[src/rtl/line_buffer_ctrl_if.sv]
// Pixel-source, line-RAM strobe and window-report bundle for line_buffer_ctrl.
// master = pixel source / datapath side, slave = the controller.
interface line_buffer_ctrl_if #(
   parameter int IMG_W = 10,
   parameter int IMG_H = 10,
   parameter int K     = 3
);
   localparam int RW = (IMG_H > 1) ? $clog2(IMG_H) : 1;
   localparam int CW = (IMG_W > 1) ? $clog2(IMG_W) : 1;

   logic          start;
   logic          pix_valid;
   logic          pix_ready;
   logic [K-2:0]  ram_wr_en;
   logic [K-2:0]  ram_rd_en;
   logic          win_valid;
   logic [RW-1:0] win_row;
   logic [CW-1:0] win_col;
   logic          busy;
   logic          done;

   modport master (
      output start, pix_valid,
      input  pix_ready, ram_wr_en, ram_rd_en, win_valid, win_row, win_col, busy, done
   );

   modport slave (
      input  start, pix_valid,
      output pix_ready, ram_wr_en, ram_rd_en, win_valid, win_row, win_col, busy, done
   );
endinterface

[src/rtl/line_buffer_ctrl.sv]
// Line-buffer sequencer: RAM j strobes trail each accepted pixel by j cycles, window flag by K-1.
// Backpressure: pix_ready only while ACTIVE; stalls become bubbles in the delay line, never merged.
module line_buffer_ctrl #(
   parameter int IMG_W = 10,
   parameter int IMG_H = 10,
   parameter int K     = 3
) (
   input  logic clk,
   input  logic rst,
   line_buffer_ctrl_if.slave lb
);
   localparam int RW = (IMG_H > 1) ? $clog2(IMG_H) : 1;
   localparam int CW = (IMG_W > 1) ? $clog2(IMG_W) : 1;
   localparam int FW = $clog2(K);

   typedef enum logic [1:0] {IDLE, ACTIVE, FLUSH, DONE} state_t;

   state_t        state_q, state_d;
   logic [RW-1:0] row_q, row_d;
   logic [CW-1:0] col_q, col_d;
   logic [FW-1:0] flush_q, flush_d;
   logic          accept;

   // Stage j carries {accept, row, col} of the pixel accepted j cycles ago.
   logic          st_acc [K-1];
   logic [RW-1:0] st_row [K-1];
   logic [CW-1:0] st_col [K-1];

   logic          win_vld_q;
   logic [RW-1:0] win_row_q;
   logic [CW-1:0] win_col_q;
   logic          win_hit;

   assign accept = lb.pix_valid && (state_q == ACTIVE);

   always_comb begin
      state_d = state_q;
      row_d   = row_q;
      col_d   = col_q;
      flush_d = flush_q;
      case (state_q)
         IDLE: begin
            if (lb.start) state_d = ACTIVE;
         end
         ACTIVE: begin
            if (accept) begin
               if (col_q == CW'(IMG_W-1)) begin
                  col_d = '0;
                  if (row_q == RW'(IMG_H-1)) begin
                     row_d   = '0;
                     flush_d = '0;
                     state_d = FLUSH;
                  end else begin
                     row_d = row_q + RW'(1);
                  end
               end else begin
                  col_d = col_q + CW'(1);
               end
            end
         end
         FLUSH: begin
            if (flush_q == FW'(K-2)) state_d = DONE;
            else                     flush_d = flush_q + FW'(1);
         end
         DONE:    state_d = IDLE;
         default: state_d = IDLE;
      endcase
   end

   always_ff @(posedge clk or posedge rst) begin
      if (rst) begin
         state_q <= IDLE;
         row_q   <= '0;
         col_q   <= '0;
         flush_q <= '0;
      end else begin
         state_q <= state_d;
         row_q   <= row_d;
         col_q   <= col_d;
         flush_q <= flush_d;
      end
   end

   assign st_acc[0] = accept;
   assign st_row[0] = row_q;
   assign st_col[0] = col_q;

   if (K > 2) begin : g_dly
      logic          dly_acc_q [K-2];
      logic [RW-1:0] dly_row_q [K-2];
      logic [CW-1:0] dly_col_q [K-2];

      always_ff @(posedge clk or posedge rst) begin
         if (rst) begin
            for (int s = 0; s < K-2; s++) begin
               dly_acc_q[s] <= 1'b0;
               dly_row_q[s] <= '0;
               dly_col_q[s] <= '0;
            end
         end else begin
            dly_acc_q[0] <= st_acc[0];
            dly_row_q[0] <= st_row[0];
            dly_col_q[0] <= st_col[0];
            for (int s = 1; s < K-2; s++) begin
               dly_acc_q[s] <= dly_acc_q[s-1];
               dly_row_q[s] <= dly_row_q[s-1];
               dly_col_q[s] <= dly_col_q[s-1];
            end
         end
      end

      for (genvar j = 1; j <= K-2; j++) begin : g_tap
         assign st_acc[j] = dly_acc_q[j-1];
         assign st_row[j] = dly_row_q[j-1];
         assign st_col[j] = dly_col_q[j-1];
      end
   end

   // RAM j is written from row j onward and read from row j+1 onward.
   for (genvar j = 0; j <= K-2; j++) begin : g_strobe
      if (j == 0) begin : g_first
         assign lb.ram_wr_en[j] = st_acc[j];
      end else begin : g_rest
         assign lb.ram_wr_en[j] = st_acc[j] && (st_row[j] >= RW'(j));
      end
      assign lb.ram_rd_en[j] = st_acc[j] && (st_row[j] >= RW'(j+1));
   end

   assign win_hit = st_acc[K-2] && (st_row[K-2] >= RW'(K-1)) && (st_col[K-2] >= CW'(K-1));

   always_ff @(posedge clk or posedge rst) begin
      if (rst) begin
         win_vld_q <= 1'b0;
         win_row_q <= '0;
         win_col_q <= '0;
      end else begin
         win_vld_q <= win_hit;
         if (win_hit) begin
            win_row_q <= st_row[K-2];
            win_col_q <= st_col[K-2];
         end
      end
   end

   assign lb.pix_ready = (state_q == ACTIVE);
   assign lb.busy      = (state_q == ACTIVE) || (state_q == FLUSH);
   assign lb.done      = (state_q == DONE);
   assign lb.win_valid = win_vld_q;
   assign lb.win_row   = win_row_q;
   assign lb.win_col   = win_col_q;
endmodule

[src/flat_wrapper.sv]
// flat-port wrapper written by rule: the top's interface ports become plain ports
module line_buffer_ctrl_flat 
#(
   parameter int IMG_W = 10,
   parameter int IMG_H = 10,
   parameter int K     = 3
)
  (clk, rst, lb_start, lb_pix_valid, lb_pix_ready, lb_ram_wr_en, lb_ram_rd_en, lb_win_valid, lb_win_row, lb_win_col, lb_busy, lb_done);
  line_buffer_ctrl_if #(.IMG_W(IMG_W), .IMG_H(IMG_H), .K(K)) lb_i ();
  input  logic clk;
  input  logic rst;
  input wire logic [$bits(lb_i.start)-1:0] lb_start;
  input wire logic [$bits(lb_i.pix_valid)-1:0] lb_pix_valid;
  output wire logic [$bits(lb_i.pix_ready)-1:0] lb_pix_ready;
  output wire logic [$bits(lb_i.ram_wr_en)-1:0] lb_ram_wr_en;
  output wire logic [$bits(lb_i.ram_rd_en)-1:0] lb_ram_rd_en;
  output wire logic [$bits(lb_i.win_valid)-1:0] lb_win_valid;
  output wire logic [$bits(lb_i.win_row)-1:0] lb_win_row;
  output wire logic [$bits(lb_i.win_col)-1:0] lb_win_col;
  output wire logic [$bits(lb_i.busy)-1:0] lb_busy;
  output wire logic [$bits(lb_i.done)-1:0] lb_done;
  assign lb_i.start = lb_start;
  assign lb_i.pix_valid = lb_pix_valid;
  assign lb_pix_ready = lb_i.pix_ready;
  assign lb_ram_wr_en = lb_i.ram_wr_en;
  assign lb_ram_rd_en = lb_i.ram_rd_en;
  assign lb_win_valid = lb_i.win_valid;
  assign lb_win_row = lb_i.win_row;
  assign lb_win_col = lb_i.win_col;
  assign lb_busy = lb_i.busy;
  assign lb_done = lb_i.done;
  line_buffer_ctrl #(.IMG_W(IMG_W), .IMG_H(IMG_H), .K(K)) u_core (.clk(clk), .rst(rst), .lb(lb_i));
endmodule
[config.mk]
export PLATFORM = sky130hd
export DESIGN_NAME = line_buffer_ctrl_flat
export DESIGN_NICKNAME = d
export VERILOG_FILES = /design/src/rtl/line_buffer_ctrl_if.sv /design/src/rtl/line_buffer_ctrl.sv /design/src/flat_wrapper.sv
export SDC_FILE = /design/constraint.sdc
export NUM_CORES = 1
export LEC_CHECK = 0
export ABC_CLOCK_PERIOD_IN_PS = 2100
export CAP_MARGIN = 10
export CORE_MARGIN = 5
export CORE_UTILIZATION = 55
export CTS_BUF_LIST = sky130_fd_sc_hd__clkbuf_4 sky130_fd_sc_hd__clkbuf_8
export DETAILED_ROUTE_END_ITERATION = 16
export PLACE_DENSITY_LB_ADDON = 0.25
export SETUP_SLACK_MARGIN = 0.05
export SYNTH_ARGS = -nofsm -noshare
export SYNTH_HDL_FRONTEND = slang
export SYNTH_SLANG_ARGS = --single-unit
export TNS_END_PERCENT = 1
[constraint.sdc]
create_clock -name clk -period 2.1 [get_ports clk]
set_input_delay 0.315 -clock clk [delete_from_list [all_inputs] [get_ports clk]]
set_output_delay 0.315 -clock clk [all_outputs]
set_load 0.005 [all_outputs]
Yosys cells after proc, flatten, opt, wreduce, memory -nomap -nowiden

Cells that the tools add are included.

Add/subtract/negate cells: 3
Order comparisons: 4
Equal/unequal tests: 12
Multiplexer cells: 13
Reduce and logical (&&, ||, !) cells: 12

Operators by type and width:

| operator                                                                 | count |
|---|---|
| 2-bit two-way mux                                                        | 9 |
| 5-bit AND reduction                                                      | 2 |
| 4-bit by 1-bit adder with 4-bit output (second input constant)           | 2 |
| 4-bit == test (second input constant)                                    | 2 |
| 4-bit by 1-bit >= comparator with 1-bit output (second input constant)   | 2 |
| 4-bit by 2-bit >= comparator with 1-bit output (second input constant)   | 2 |
| 4-bit two-way mux                                                        | 2 |
| 2-bit by 1-bit inequality test with 1-bit output (second input constant) | 4 |
| 2-bit one-hot mux with 4 select lines                                    | 1 |
| 1-bit logical AND                                                        | 5 |
| 2-bit by 1-bit == test with 1-bit output (second input constant)         | 2 |
| 2-bit == test (second input constant)                                    | 2 |
| 2-bit inequality test (second input constant)                            | 2 |
| 2-bit one-hot mux with 2 select lines                                    | 1 |
| 3-bit AND reduction                                                      | 1 |
| 2-bit by 1-bit adder with 2-bit output (second input constant)           | 1 |
| 2-bit logical NOT                                                        | 1 |
| 2-bit AND reduction                                                      | 1 |
| 2-bit nonzero test                                                       | 1 |
| 1-bit logical OR                                                         | 1 |

Register bits after elaboration: 30
Input port bits: 4
Output and inout port bits: 16
Logic and storage cells: 54

Longest topological paths before layout

Depth after elaboration: 5
Gate-level depth with buffers: 6
Depth with buffers taken out: 6

Worst setup path after synthesis

Ideal clock, no wire load.

Path type: register to register
Start point: reg u_core.state_q[1]
End point: reg u_core.flush_q[0]
Setup time: 0.125 ns
Data arrival time: 1.440 ns
Data required time: 1.975 ns
Path slack: 0.535 ns
Cell stages (with the launch flop): 7
Buffers on the path: 0
Period minus slack after synthesis: 1.565 ns
Path through: dfrtp_1 inv_1 ha_1 inv_1 a41oi_2 nand3b_4 mux2_4

Cells in the longest elaborated chain, start to end: 4
Elaborated cells on any way between the ends: 10
Those cells by class: eq/ne (6); mux (1); reduce/logical (3)

Ends and longest elaborated chain:

| what                                                              | line                   | RTL |
|---|---|---|
| start, declared                                                   | line_buffer_ctrl.sv:18 | `state_t state_q, state_d;` |
| start signal, assigned                                            | line_buffer_ctrl.sv:77 | `state_q <= state_d;` |
| 2-bit by 1-bit == test with 1-bit output *                        | n/a                    |  |
| named net lb_pix_ready                                            | flat_wrapper.sv:14     | `output wire logic [$bits(lb_i.pix_ready)-1:0] lb_pix_ready;` |
| 1-bit logical AND                                                 | line_buffer_ctrl.sv:34 | `assign accept = lb.pix_valid && (state_q == ACTIVE);` |
| 2-bit by 1-bit inequality test with 1-bit output (no source line) | n/a                    |  |
| 5-bit AND reduction (no source line)                              | n/a                    |  |
| end signal, assigned                                              | line_buffer_ctrl.sv:80 | `flush_q <= flush_d;` |
| end, declared                                                     | line_buffer_ctrl.sv:21 | `logic [FW-1:0] flush_q, flush_d;` |

Mark *: on every way through the listed nets, which the timed path passes. The rest lies on a longest branch.
A chain may end at the register's enable or synchronous reset.

Worst setup path after layout

Start point: reg u_core.state_q[0]
End point: out lb_busy

Cells in the longest elaborated chain, start to end: 2
Elaborated cells on any way between the ends: 3
Those cells by class: eq/ne (2); reduce/logical (1)

Ends and longest elaborated chain:

| what                                                                      | line                    | RTL |
|---|---|---|
| 2-bit by 1-bit == test with 1-bit output or 2-bit == test (tied branches) | line_buffer_ctrl.sv:146 | `assign lb.busy = (state_q == ACTIVE) \|\| (state_q == FLUSH);` |
| 1-bit logical OR *                                                        | line_buffer_ctrl.sv:146 |  |
| end, declared                                                             | flat_wrapper.sv:20      | `output wire logic [$bits(lb_i.busy)-1:0] lb_busy;` |

Mark *: on every way between the ends. The rest lies on a longest branch, timed or not.

==> reports/results.tsv <==
stage	metric	value	unit
placement	place.detailed.instances	146	
sta	min_period_over_period	0.967	
die	floorplan.initialDensity	0.582	
setup_path	path_max_fanout	4	
yosys	proportion_of_synthesized_flip_flops_having_asynchronous_set_or_reset	1.00	
route	ant_nets	0	
route	post_drt_wl_per_cell	14.4	um
placement	dp_hpwl	1650	um
route	viasPerCell	5.34	
route	route.vias.total	833	
placement	globalplace.congestion	0.767	
flow_run	drv_cap	0	
finish	layout.cells.most_common_list	29 x sky130_fd_sc_hd__dfrtp_1, 18 x sky130_fd_sc_hd__clkdlybuf4s50_1, 9 x sky130_fd_sc_hd__inv_1, 8 x sky130_fd_sc_hd__mux2_1, 6 x sky130_fd_sc_hd__clkbuf_4	
clocking	clock_tree.root_cell	sky130_fd_sc_hd__clkbuf_4	
sta	fin_skew	9.07	ps
setup_path	setup.worst_path.class	register to output pin	
yosys	synth_cell_types	33	
placement	dp_worst_setup_slack	127	ps
sta	setup_viol	0	
die	fp.coreArea	2230	um^2
global_routing	grt_use_total	0.152	
die	number_of_core_rows	17	
clocking	cts_inserted_buffers	5	
global_routing	gr-total-overflow	0	
setup_path	arrival	1720	ps
sta	tightestPinTransition	380	ps
setup_path	cp-start-kind	register	
global_routing	globalRoute.busiestLayer	met2	
clocking	cts.reportedPaths.clkPinSlew	90	ps
sta	number_of_failing_hold_endpoints_at_the_final_stage	0	
finish	post_layout_nonfiller_instances	156	
finish	syn_to_final_growth	25.4	%
yosys	post_synth_inst_count	100	
global_routing	pin_count_of_the_biggest_net_entering_global_routing	31	
sta	unrepaired_setup_endpoints_after_global_routing	yes	
yosys	ys_warn_count	0	
yosys	syn-num-nets	110	
finish	layout-drive-gt1-share	0.195	
global_routing	grtUsageMet3	0.0636	
sta	fin_ws	69.2	ps
placement	buffer_ports.inserted	19	
clocking	clk_latency	330	ps
setup_path	timing.critical_path.to_type	output pin	
yosys	synthesis.area	1300	um^2
finish	finalNetCount	137	
finish	antenna_cells_inserted	0	
route	remaining_drc_errors	0	
sta	min_period	2030	ps
yosys	synth_flop_type	sky130_fd_sc_hd__dfrtp_1	
outcome	run_status	complete, no violations	
die	chipHeight	58.6	um
clocking	cts_htree_levels	2	
yosys	synth.yosys.seq_area_share	0.577	
power	power.leakage	0.771	nW
route	drt_first_pass_iters	2	
power	worst_ir_drop_vdd	1.08	mV
global_routing	grt_use_met2	0.268	
die	die_area	3440	um^2
die	pin_count	20	
setup_path	worst-endpoint-required	1780	ps
global_routing	grt_first_pass_wirelength	3750	um
global_routing	grt.met1_usage	0.161	
clocking	tritoncts_num_sinks	30	
route	detail_route.iter0.violations	15	
sta	relative_max_transition_margin	0.747	
die	die_width	58.6	um
setup_path	r2r_cells	4	
global_routing	antenna_found_initial	0	
sta	holdWs	348	ps
clocking	tritoncts_clock_tree	done	
finish	finalCoreUtilization	0.730	
yosys	syn-mean-instance-area	13.0	um^2
finish	layout.cells.most_common	sky130_fd_sc_hd__dfrtp_1	
sta	fmax	492	MHz
route	detail_route.wirelength	2250	um
yosys	synth-edff-count	0	
clocking	clock_tree.buffer_depth	2	
power	power_density	1390	nW/um^2
min_path	worst_hold_path_type	input port to asynchronous set/reset pin	
global_routing	first_global_vias	829	
finish	stdcell_area	1630	um^2
yosys	synth-seq-cells	30	
placement	placed_cell_area	1520	um^2
sta	drv_slew	0	
## worst max-delay path: stages, from the launching register on
cell and delay [ps]:
sky130_fd_sc_hd__dfrtp_2 430, sky130_fd_sc_hd__inv_1 120, sky130_fd_sc_hd__ha_4 310, sky130_fd_sc_hd__clkdlybuf4s50_1 520
## per-stage QoR
step | total power [W] | TNS, ps
after floorplan | 0.00146 | 0
after global placement | 0.00177 | 0
after detailed placement | 0.00182 | 0
after CTS | 0.00223 | -1.34
after global routing | 0.00242 | 0
final | 0.00227 | 0
## Yosys cell counts, drive strengths merged, types with 2 or more instances
library cell	instances	share of area
a21o	3	0.018
and3	2	0.011
buf	2	0.0096
dfrtp	30	0.58
ha	6	0.058
inv	11	0.032
mux2	9	0.081
nand2	5	0.014
nand3	4	0.015
nor2b	3	0.014
nor3	2	0.0077
nor3b	2	0.020
o21ai	3	0.012
o31a	2	0.013
xnor2	3	0.020
## power breakdown
group,internal [W],switching (W),leakage (nW)
clock network,0.000175,0.000190,0.0387
logic,0.000572,0.000394,0.365
registers,0.000779,0.000161,0.368
## state kept, by name (all words and copies together), names as in the netlist
name	cells
u_core.col_q	4
u_core.flush_q	2
u_core.g_dly.dly_acc_q	1
u_core.g_dly.dly_col_q	4
u_core.g_dly.dly_row_q	4
u_core.lb.win_col	4
u_core.lb.win_row	4
u_core.lb.win_valid	1
u_core.row_q	4
u_core.state_q	2
## kinds of logic after synthesis
| group | synth area share |
|---|---|
| flip-flops | 0.577 |
| AND/OR/NAND/NOR | 0.122 |
| AO/OA/AOI/OAI | 0.0857 |
| buffers and inverters | 0.0414 |
| multiplexers | 0.0885 |
| adder cells (fa/ha/maj) | 0.0577 |
| XOR/XNOR | 0.0270 |
## path summary, 6_finish.rpt
path                                                from                                   to  slack (ps)
setup / recovery           u_core.state_q[0]$_DFFE_PP0P_                              lb_busy          70
hold / removal                                       rst          u_core.col_q[0]$_DFFE_PP0P_         350
setup reg to reg             u_core.col_q[1]$_DFFE_PP0P_        u_core.state_q[1]$_DFFE_PP0P_         400
hold reg to reg              u_core.row_q[3]$_DFFE_PP0P_  u_core.g_dly.dly_row_q[3]$_DFF_PP0_         440
max in group asynchronous                            rst        u_core.state_q[0]$_DFFE_PP0P_        1470
min in group clk             u_core.row_q[3]$_DFFE_PP0P_  u_core.g_dly.dly_row_q[3]$_DFF_PP0_         440
## metal layers
| metal | share of wire | vias to the layer above |
|---|---|---|
| li1 | - | 394 |
| met1 | 0.39 | 412 |
| met2 | 0.52 | 22 |
| met3 | 0.069 | 5 |
| met4 | 0.020 | 0 |
| met5 | 0 | - |
## timing repair
action,CTS,global route
hold buffers,0,0
setup endpoints to repair,3,4
pin swaps,1,0
resized for setup,5,3
buffers inserted,1,1
## layout make-up
type | count | area (um^2)
clock inverters | 1 | 5.00
well taps | 28 | 35.0
repair buffers | 22 | 215
flip-flops and latches | 30 | 752
fillers | 169 | 603
clock buffers | 7 | 58.8
inverters | 11 | 41.3
multi-input cells | 57 | 523
Power figures use the tool's default switching activity.
